$ cat src/rtl/cselect_seq_adder.sv
// cselect_seq_adder: multi-cycle WIDTH-bit adder built from one SLICE-bit
// carry-select slice, one segment per clock, least significant first.
// Operands enter via in_valid/in_ready; the result leaves via out_valid/out_ready.
// Optional feature macro: CSELECT_SEQ_OVF_EN adds the signed-overflow output ovf.
module cselect_seq_adder #(
    parameter int unsigned WIDTH = 64,
    parameter int unsigned SLICE = 8
) (
    input  logic             clk,
    input  logic             rst,
    input  logic             in_valid,
    output logic             in_ready,
    input  logic [WIDTH-1:0] a,
    input  logic [WIDTH-1:0] b,
    input  logic             cin,
    output logic             out_valid,
    input  logic             out_ready,
    output logic [WIDTH-1:0] sum,
`ifdef CSELECT_SEQ_OVF_EN
    output logic             ovf,
`endif
    output logic             cout
);

    localparam int unsigned SDIV = (SLICE == 0) ? 1 : SLICE;
    localparam int unsigned N    = WIDTH / SDIV;
    localparam int unsigned KW   = (N > 1) ? $clog2(N) : 1;
    localparam logic [KW-1:0] KLAST = KW'(N - 1);

    generate
        if ((SLICE == 0) || ((WIDTH % SDIV) != 0)) begin : g_bad_cfg
            $error("cselect_seq_adder: WIDTH must be a non-zero multiple of SLICE");
        end
    endgenerate

    typedef enum logic [1:0] {
        IDLE,
        RUN,
        DONE
    } state_t;

    state_t           state;
    state_t           state_nxt;
    logic [WIDTH-1:0] a_r;
    logic [WIDTH-1:0] b_r;
    logic             carry;
    logic [KW-1:0]    k;

    logic [SLICE-1:0] seg_a;
    logic [SLICE-1:0] seg_b;
    logic [SLICE-1:0] s0;
    logic [SLICE-1:0] s1;
    logic [SLICE-1:0] seg_sum;
    logic             c0;
    logic             c1;
    logic             seg_cout;
    logic             accept;
    logic             last;

    // Carry-select slice: both carry-in cases in parallel, registered carry picks one.
    // Operand registers shift right each RUN cycle so the current segment is always at the bottom.
    always_comb begin
        seg_a    = a_r[SLICE-1:0];
        seg_b    = b_r[SLICE-1:0];
        {c0, s0} = {1'b0, seg_a} + {1'b0, seg_b};
        {c1, s1} = {1'b0, seg_a} + {1'b0, seg_b} + (SLICE + 1)'(1);
        seg_sum  = carry ? s1 : s0;
        seg_cout = carry ? c1 : c0;
    end

    // Next-state and handshake outputs; in_ready is forced low while rst is asserted.
    always_comb begin
        state_nxt = state;
        in_ready  = (state == IDLE) && !rst;
        out_valid = (state == DONE);
        accept    = in_valid && in_ready;
        last      = (k == KLAST);
        unique case (state)
            IDLE:    if (accept)    state_nxt = RUN;
            RUN:     if (last)      state_nxt = DONE;
            DONE:    if (out_ready) state_nxt = IDLE;
            default:                state_nxt = IDLE;
        endcase
    end

    // State register.
    always_ff @(posedge clk) begin
        if (rst) state <= IDLE;
        else     state <= state_nxt;
    end

    // Operand capture, per-segment sum write-back and carry chaining.
    always_ff @(posedge clk) begin
        if (rst) begin
            a_r   <= '0;
            b_r   <= '0;
            carry <= 1'b0;
            k     <= '0;
            sum   <= '0;
            cout  <= 1'b0;
`ifdef CSELECT_SEQ_OVF_EN
            ovf   <= 1'b0;
`endif
        end else begin
            unique case (state)
                IDLE: begin
                    if (accept) begin
                        a_r   <= a;
                        b_r   <= b;
                        carry <= cin;
                        k     <= '0;
                    end
                end
                RUN: begin
                    a_r                  <= a_r >> SLICE;
                    b_r                  <= b_r >> SLICE;
                    carry                <= seg_cout;
                    sum[k*SLICE +: SLICE] <= seg_sum;
                    k                    <= last ? '0 : k + KW'(1);
                    if (last) begin
                        cout <= seg_cout;
`ifdef CSELECT_SEQ_OVF_EN
                        // a^b^sum at the MSB recovers the carry into that bit.
                        ovf  <= seg_a[SLICE-1] ^ seg_b[SLICE-1] ^ seg_sum[SLICE-1] ^ seg_cout;
`endif
                    end
                end
                default: ;
            endcase
        end
    end

endmodule

$ cat config.mk
export PLATFORM = sky130hd
export DESIGN_NAME = cselect_seq_adder
export DESIGN_NICKNAME = d
export VERILOG_FILES = /design/src/rtl/cselect_seq_adder.sv
export SDC_FILE = /design/constraint.sdc
export NUM_CORES = 1
export LEC_CHECK = 0
export ABC_AREA = 1
export CORE_UTILIZATION = 30
export DETAILED_ROUTE_END_ITERATION = 7
export HOLD_SLACK_MARGIN = 0.06
export SETUP_SLACK_MARGIN = 0.15
export SLEW_MARGIN = 10
export SYNTH_ARGS = -nofsm -noshare
export SYNTH_HDL_FRONTEND = slang
export SYNTH_SLANG_ARGS = --single-unit
$ cat constraint.sdc
create_clock -name clk -period 2.9 [get_ports clk]
set_input_delay 0.435 -clock clk [delete_from_list [all_inputs] [get_ports clk]]
set_output_delay 0.435 -clock clk [all_outputs]
set_load 0.02 [all_outputs]
==> flow_summary.ini, run 1 <==
[timing]
period_minus_slack_ns = 2.57
period_share_pct = 88.6
slew_viol_final = 0
whs_ns = 0.475
clock_skew_ns = 0.0195
worst_pin_slew_ns = 1.08
hold_viol_final = 0
relSlewSlack_pct = 27.8
final.setup.tns_ns = 0
rsz0062_at_grt = false
final-setup-viol-count = 0
fmax_ghz = 0.389

[setup_path]
crit_type = flop to flop
worstPathRequired_ns = 3.21
worstSetupEndpointType = flop
path_max_fanout = 4
start_kind = flop
timing.rr.end = sum[62]$_SDFFE_PP0P_
reg2regPathDepth = 13
arrival_ns = 2.88
rr_startpoint = a_r[0]$_SDFFE_PP0P_
ff2ff_setup_slack_ns = 0.33

[finish]
ff_latch_area_sq_um = 3980
multiInputGateArea_sq_um = 3870
drive_gt1_share_pct = 5.39
syn2layout_area_growth_pct = 34.5
nFillCells = 2825
fin_nets = 1413

[pwr]
ir_drop_uv = 396
power_frac_comb_pct = 18.5
powerDensity_nw_per_um2 = 601
pwr-share-clk_pct = 36.0
seqPwrFrac_pct = 45.5
leakagePower_nw = 4.35
p_sw_share_pct = 31.3
power_switching_mw = 2.13
p_int_mw = 4.67

[placement]
gp_congestion = 0.813
port_buffers = 199
dp_hpwl_microns = 17300

[drt]
drc = 0
antenna_left = 0
wl_microns = 24500
drt_first_iter_violations = 565
wl_per_cell_microns = 14.8
vias_per_cell = 4.83
first_pass_iters = 5
vias = 7984

[synthesis]
syn-cell-area_sq_um = 8400
synth_ff_type = dfxtp_1
synth_area_leader_cell = dfxtp_1
synth_edf_count = 0
synth_fp_nets = 1264
synth_cell_types = 33
synthArstFlopShare_pct = 0
synth_top_area_share_pct = 47.4
yosysSeqAreaShare_pct = 47.4
synthTopCellsByArea = dfxtp_1 47%, nand2_1 13%, o21ai_0 11%
ys_ff_latch = 199
synthCells = 1117
synth_area_per_cell_sq_um = 7.52
yosysWarnings = 0

[min_path]
hp-class = flop to flop
holdPathStages = 2
whs_endpoint = a_r[6]$_SDFFE_PP0P_
hold_start = a_r[14]$_SDFFE_PP0P_

[floorplan]
io_pins = 200
coreArea_sq_um = 27300
start_util_pct = 30.8
die_h_microns = 169
rows = 60
die_w_microns = 169
dieArea_sq_um = 28700

[global_route]
antenna_found_initial = 2
overflow = 0
grt_first_pass_wirelength_microns = 39300
grtUsageTotal_pct = 17.2
grt_pass1_vias = 7611
grt_max_degree = 120

[clock_network]
cts_made_buffers = 17
cts-root-buf = clkbuf_16
cts_hold_buffers = 0
cts_resized = 0
max-clock-path-buffers = 2
path_clk_slew_ns = 0.08
postCtsSetupRepairBufs = 0
insertion_delay_ns = 0.45
cts_tree = built
clock-sinks = 199
cts_max_level = 4

[run]
maxCapViolations = 0

[outcome]
status = finished clean
-- per-layer routing --
layer	wire, microns	track usage, %	vias to the layer above	part of all wire (%)
met3	1020	2.80	24	4.2
met2	11500	28.2	196	47
met1	11600	23.1	3653	47
met4	394	5.68	0	1.6
li1	-	-	4111	-
met5	0	0	-	0
-- cell usage in the layout, fill, tap and decap left out, types with 4 or more instances in the layout --
cell type | netlist | layout
buf_4 | 4 | 9
inv_6 | 0 | 4
nand2_1 | 287 | 287
nand3_1 | 17 | 17
a21oi_1 | 67 | 67
nor2_1 | 58 | 58
inv_2 | 5 | 4
nor2_2 | 5 | 5
a31oi_1 | 112 | 112
clkbuf_16 | 0 | 17
o21ai_1 | 8 | 8
ha_1 | 13 | 13
inv_1 | 45 | 44
nor3_2 | 5 | 5
clkdlybuf4s50_1 | 0 | 199
o21ai_0 | 182 | 182
clkinv_8 | 0 | 6
dfxtp_1 | 199 | 199
nand4_1 | 7 | 7
buf_12 | 0 | 5
a211oi_1 | 4 | 4
-- critical path, stage by stage, from the launching register on --
cell and delay (ns):
dfxtp_1 0.33, ha_1 0.19, inv_1 0.06, fa_1 0.46, inv_1 0.10, ha_1 0.14
inv_1 0.05, nor3_2 0.23, nand3_1 0.15, nor2_2 0.15, xor2_1 0.22, nor2_1 0.10
nand2_1 0.17, a21oi_1 0.09
-- flip-flops by register name, indices dropped and copies added, names as in the netlist --
signal and flops:
b_r 64, a_r 64, carry 1, cout 1, k 3, state 2, sum 64
-- per-stage QoR --
stage               util [%]  instance area (sq um)  instances  power, mW  setup WS (ns)
floorplan                  -                   8400       1117       3.93          0.579
global placement        39.2                  10700       1619       4.40          0.411
detailed placement      39.2                  10700       1619       4.41          0.349
CTS                     41.5                  11300       1651       6.85          0.333
global route            41.5                  11300       1653       7.11          0.158
finish                  41.5                  11300       1653       6.79          0.329
-- cells in the mapped netlist (2+ instances only) --
master	count
nand2_2	3
clkinv_1	2
nand3_1	17
o211ai_1	2
nor2_1	58
nand4_1	7
a31oi_1	112
o21ai_0	182
buf_4	4
nand2_1	287
clkbuf_1	50
nor2_2	5
nor3_4	2
o21ai_1	8
a21oi_1	67
inv_2	5
buf_2	27
xor2_1	3
nor3_2	5
ha_1	13
a211oi_1	4
inv_1	45
dfxtp_1	199
-- kinds of logic after synthesis --
logic type,share of synthesized area (%)
DFF,47.4
xor gates and xnor gates,0.417
adders and majority gates,2.17
AOI/OAI and AO/OA,24.3
buffers and inverters,6.70
and+or+nand+nor,19.0
-- worst max path at each step --
stage,to,startpoint
CTS,sum[62]$_SDFFE_PP0P_,b_r[0]$_SDFFE_PP0P_
global placement,sum[62]$_SDFFE_PP0P_,a_r[0]$_SDFFE_PP0P_
global route,sum[62]$_SDFFE_PP0P_,b_r[0]$_SDFFE_PP0P_
floorplan,sum[38]$_SDFFE_PP0P_,k[0]$_SDFFE_PP0P_
detailed placement,sum[62]$_SDFFE_PP0P_,b_r[0]$_SDFFE_PP0P_
finish,sum[62]$_SDFFE_PP0P_,a_r[0]$_SDFFE_PP0P_
-- power groups by stage --
| stage | Clock (mW) | Combinational (mW) | Sequential (mW) |
|---|---|---|---|
| floorplan | 0 | 0.798 | 3.14 |
| global placement | 0 | 1.24 | 3.15 |
| detailed placement | 0 | 1.26 | 3.15 |
| CTS | 2.49 | 1.27 | 3.09 |
| global route | 2.57 | 1.41 | 3.12 |
| finish | 2.45 | 1.25 | 3.09 |
-- area by class of cell --
type,count,area share [%]
Tap cell,372,4.12
Sequential cell,199,35.3
Timing Repair Buffer,213,19.1
Antenna cell,2,0.0443
Clock inverter,14,1.57
Inverter,52,1.77
Multi-Input combinational cell,783,34.2
Clock buffer,18,3.89
No activity file was read; power rests on OpenSTA's default activity.
==> run 2: changes to the inputs <==
--- a/config.mk
+++ b/config.mk
@@ -6,8 +6,10 @@
 export NUM_CORES = 1
 export LEC_CHECK = 0
 export ABC_AREA = 1
+export CORE_ASPECT_RATIO = 0.8
 export CORE_UTILIZATION = 30
 export DETAILED_ROUTE_END_ITERATION = 7
+export GPL_TIMING_DRIVEN = 0
 export HOLD_SLACK_MARGIN = 0.06
 export SETUP_SLACK_MARGIN = 0.15
 export SLEW_MARGIN = 10
==> flow_summary.ini, run 2 (synthesized netlist as in run 1, its figures left out) <==
[outcome]
status = finished clean

[clock_network]
cts_max_level = 4
cts-root-buf = clkbuf_16
path_clk_slew_ns = 0.08
cts_tree = built
clock-sinks = 199
cts_hold_buffers = 0
insertion_delay_ns = 0.44
cts_made_buffers = 17
max-clock-path-buffers = 2

[timing]
relSlewSlack_pct = 55.6
rsz0062_at_grt = true
fmax_ghz = 0.389
period_share_pct = 88.7
slew_viol_final = 0
hold_viol_final = 0
worst_pin_slew_ns = 0.666
period_minus_slack_ns = 2.57
final.setup.tns_ns = 0
clock_skew_ns = 0.0191
final-setup-viol-count = 0

[setup_path]
cp.depth = 13
path_cells = ha_2, inv_1, fa_1, inv_1, ha_1, inv_1, nor3_2, nand3_1, nor2_4, xor2_2, nor2_1, nand2_2, a21oi_1
cp_num_buf_inv = 3
crit_family = simple AND/OR/NAND/NOR gates
crit_top_cell = inv_1
reg2regPathDepth = 13
timing.rr.end = sum[62]$_SDFFE_PP0P_
cp-startpoint = b_r[0]$_SDFFE_PP0P_
critPathCapture = sum[62]$_SDFFE_PP0P_
arrival_ns = 2.94
cp_slowest_cell = fa_1
start_kind = flop
path_max_fanout = 4
ff2ff_setup_slack_ns = 0.33
worstSetupEndpointType = flop
worstPathRequired_ns = 3.27
rr_startpoint = b_r[0]$_SDFFE_PP0P_
crit_type = flop to flop
critPathMaxStageDelay_ns = 0.46

[pwr]
seqPwrFrac_pct = 45.1
power_switching_mw = 2.16
p_int_mw = 4.73
power_frac_comb_pct = 19.3
total_power_mw = 6.89
powerDensity_nw_per_um2 = 597
ir_drop_uv = 467
leakagePower_nw = 4.49
pwr-share-clk_pct = 35.6
p_sw_share_pct = 31.3

[finish]
top_regs = a_r: 64 flops, b_r: 64 flops, sum: 64 flops
drive_gt1_share_pct = 6.88
fin_area_sq_um = 11500
syn2layout_area_growth_pct = 37.2
final_common_cell = nand2_1
fin_nets = 1485
layout_common_cells = 286 x nand2_1, 199 x dfxtp_1, 199 x clkdlybuf4s50_1

[global_route]
antenna_found_initial = 3
grt_pass1_vias = 7836
grt_max_degree = 21
overflow = 0
grtUsageTotal_pct = 18.8
grt_first_pass_wirelength_microns = 42000

[floorplan]
dieArea_sq_um = 28700
coreArea_sq_um = 27400
rows = 54
die_w_microns = 189
io_pins = 200
die_h_microns = 152
start_util_pct = 30.7

[drt]
antenna_left = 0
vias = 8466
drc = 0
wl_microns = 27200
vias_per_cell = 4.92
wl_per_cell_microns = 15.8
first_pass_iters = 5
drt_first_iter_violations = 696

[run]
maxCapViolations = 0

[placement]
gp_congestion = 0.851
placed_area_sq_um = 10900
dp_hpwl_microns = 20600
port_buffers = 199

[min_path]
holdPathStages = 2
hp-class = flop to flop
-- run 2: cell count changes in the layout (fill, tap and decap cells not counted), sizes merged --
cell | before | now
clkbuf | 18 | 69
diode | 2 | 4
bufinv | 0 | 1
buf | 14 | 35
clkinv | 10 | 9
-- run 2: metrics by stage --
stage / std cells / util (%) / setup WS (ns) / hold WS, ns
detailed placement: 1680 / 39.7 / 0.102 / 0.470
global placement: 1680 / 39.7 / 0.114 / 0.466
CTS: 1712 / 41.9 / 0.187 / 0.478
finish: 1719 / 42.1 / 0.327 / 0.478
global route: 1717 / 42.1 / 0.149 / 0.501
floorplan: 1117 / - / 0.579 / 0.455
-- run 2: cell type report --
class	instances	area, sq um
Fill cell	2812	15800
Sequential cell	199	3980
Multi-Input combinational cell	783	3890
Timing Repair Buffer	202	2010
Tap cell	364	455
Clock buffer	18	429
Buffer	83	374
Inverter	52	195
Clock inverter	14	181
Antenna cell	4	10.0
-- run 2: how the worst min path moves through the flow --
| stage | from | end |
|---|---|---|
| finish | b_r[33]$_SDFFE_PP0P_ | b_r[25]$_SDFFE_PP0P_ |
| global route | b_r[20]$_SDFFE_PP0P_ | b_r[12]$_SDFFE_PP0P_ |
| CTS | b_r[29]$_SDFFE_PP0P_ | b_r[21]$_SDFFE_PP0P_ |
| detailed placement | a_r[36]$_SDFFE_PP0P_ | a_r[28]$_SDFFE_PP0P_ |
| global placement | a_r[37]$_SDFFE_PP0P_ | a_r[29]$_SDFFE_PP0P_ |
| floorplan | a_r[55]$_SDFFE_PP0P_ | a_r[47]$_SDFFE_PP0P_ |
-- run 2: worst reg2reg max path, delay by kind of cell (launching register included) --
family                   cells  cell delay (ns)
AO/OA/AOI/OAI                1             0.16
flip-flops                   1             0.38
XOR/XNOR                     1             0.09
buffers and inverters        3             0.20
adder cells (fa/ha/maj)      3             0.82
AND/OR/NAND/NOR              5             0.86
-- run 2: layer usage --
metal	track usage [%]	wire length, microns	part of all wire [%]	up-vias
met5	0	0	0	-
met4	5.20	288	1.1	0
met3	3.22	1290	4.7	18
met2	28.8	12100	44	221
met1	27.0	13600	50	3962
li1	-	-	-	4265
-- run 2: timing repair --
action / in CTS / in global routing
endpoints found under the setup margin: 4 / 40
pin swaps: 0 / 2
gates cloned: 0 / 0
buffers inserted: 0 / 3
gates resized for setup: 2 / 10
-- run 2: power groups by stage --
stage	registers, mW	logic, mW	clock network, mW
4_1_cts	3.10	1.32	2.49
3_3_place_gp	3.16	1.29	0
3_5_place_dp	3.16	1.31	0
2_1_floorplan	3.14	0.798	0
6_report	3.10	1.33	2.45
5_1_grt	3.13	1.49	2.61
==> run 3: changes to the inputs <==
--- a/config.mk
+++ b/config.mk
@@ -7,11 +7,13 @@
 export LEC_CHECK = 0
 export ABC_AREA = 1
 export CORE_ASPECT_RATIO = 0.8
-export CORE_UTILIZATION = 30
+export CORE_UTILIZATION = 50
 export DETAILED_ROUTE_END_ITERATION = 7
 export GPL_TIMING_DRIVEN = 0
 export HOLD_SLACK_MARGIN = 0.06
+export PLACE_DENSITY = 0.8
 export SETUP_SLACK_MARGIN = 0.15
+export SKIP_CTS_REPAIR_TIMING = 1
 export SLEW_MARGIN = 10
 export SYNTH_ARGS = -nofsm -noshare
 export SYNTH_HDL_FRONTEND = slang
==> flow_summary.ini, run 3 (synthesized netlist as in run 1, its figures left out) <==
[timing]
rsz0062_at_grt = false
worst_pin_slew_ns = 0.704
whs_ns = 0.477
slew_viol_final = 0
period_share_pct = 90.5
final.setup.tns_ns = 0
clock_skew_ns = 0.00904
fmax_ghz = 0.381
hold_viol_final = 0
final-setup-viol-count = 0
period_minus_slack_ns = 2.63
relSlewSlack_pct = 53.1

[drt]
drc = 0
first_pass_iters = 5
vias = 8798
antenna_left = 0
drt_first_iter_violations = 742
wl_per_cell_microns = 16.4
vias_per_cell = 5.61
wl_microns = 25800

[clock_network]
clock-sinks = 199
cts-root-buf = clkbuf_16
cts_tree = built
cts_made_buffers = 17
path_clk_slew_ns = 0.07
insertion_delay_ns = 0.44
cts_max_level = 4
max-clock-path-buffers = 2

[setup_path]
crit_type = flop to flop
path_max_fanout = 10
worstPathRequired_ns = 3.26
arrival_ns = 2.99
worstSetupEndpointType = flop
start_kind = flop

[global_route]
grt_first_pass_wirelength_microns = 41300
antenna_found_initial = 0
grt_pass1_vias = 8188
grt_max_degree = 18
grtUsageTotal_pct = 30.0
overflow = 0

[finish]
drive_gt1_share_pct = 7.09
nFillCells = 1315
layout_common_cells = 286 x nand2_1, 199 x dfxtp_1, 199 x clkdlybuf4s50_1
top_regs = a_r: 64 flops, b_r: 64 flops, sum: 64 flops
syn2layout_area_growth_pct = 35.6
final_common_cell = nand2_1
fin_nets = 1488
antenna_cells = 0

[floorplan]
coreArea_sq_um = 16100
io_pins = 200
rows = 41
die_w_microns = 147
start_util_pct = 52.2
dieArea_sq_um = 17300
die_h_microns = 118

[pwr]
leakagePower_nw = 4.52
powerDensity_nw_per_um2 = 617
ir_drop_uv = 362

[placement]
dp_hpwl_microns = 18700
gp_congestion = 0.906
port_buffers = 199

[outcome]
status = finished clean

[run]
maxCapViolations = 0

[min_path]
hp-class = flop to flop
==> run 3: cell count changes in the layout (fill, tap and decap cells not counted), sizes merged <==
cell / delta
clkinv: -3
inv: -4
diode: -4
clkbuf: +2
clkinvlp: +2
buf: +3
bufinv: +3
==> run 3: through the flow <==
stage / cells / utilization, % / worst slack [ns] / power, mW / area [sq um]
floorplan: 1117 / - / 0.579 / 3.93 / 8400
global placement: 1531 / 66.2 / 0.190 / 4.41 / 10700
detailed placement: 1531 / 66.2 / 0.0871 / 4.44 / 10700
CTS: 1563 / 70.2 / 0.0716 / 7.00 / 11300
global route: 1569 / 70.8 / 0.133 / 7.34 / 11400
finish: 1569 / 70.8 / 0.275 / 7.04 / 11400
==> run 3: routing by layer <==
layer  track usage [%]  vias to the layer above  part of all wire, %  routed length, microns
met5                 0                        -                    0                       0
met1              41.1                     4090                   45                   11700
met4              9.34                        0                  2.0                     504
met2              46.9                      391                   45                   11600
li1                  -                     4275                    -                       -
met3              6.40                       42                  7.8                    2020
==> run 3: cell type report <==
| class | count | area (sq um) | share of cell area, % |
|---|---|---|---|
| timing repair buffer | 205 | 2040 | 17.9 |
| clock buffer | 20 | 457 | 4.01 |
| buffer | 83 | 380 | 3.34 |
| multi-input combinational | 783 | 3880 | 34.1 |
| inverter | 52 | 195 | 1.71 |
| clock inverter | 12 | 193 | 1.69 |
| tap | 215 | 269 | 2.36 |
| sequential | 199 | 3980 | 35.0 |
==> run 3: report_power, final <==
part           total (mW)  internal (mW)  switching, mW
clock                2.60           1.51           1.09
combinational        1.33          0.516          0.814
sequential           3.11           2.97          0.138
==> run 3: final timing paths <==
kind                                           start                    to  slack (ns)  depth (start not counted)
worst max-delay path               k[0]$_SDFFE_PP0P_  sum[16]$_SDFFE_PP0P_        0.27                         13
worst min-delay path            a_r[55]$_SDFFE_PP0P_  a_r[47]$_SDFFE_PP0P_        0.48                          2
worst max register to register     k[0]$_SDFFE_PP0P_  sum[16]$_SDFFE_PP0P_        0.27                         13
worst min register to register  a_r[55]$_SDFFE_PP0P_  a_r[47]$_SDFFE_PP0P_        0.48                          2
==> run 3: critical path: stages, from the launching register on <==
cell and delay [ns]:
dfxtp_1 0.38, buf_4 0.21, inv_2 0.08, clkbuf_4 0.19, ha_1 0.22, ha_1 0.17
buf_2 0.18, inv_2 0.12, nand4_1 0.18, nor3_4 0.34, buf_4 0.17, buf_4 0.09
o21ai_0 0.06, a21oi_1 0.15
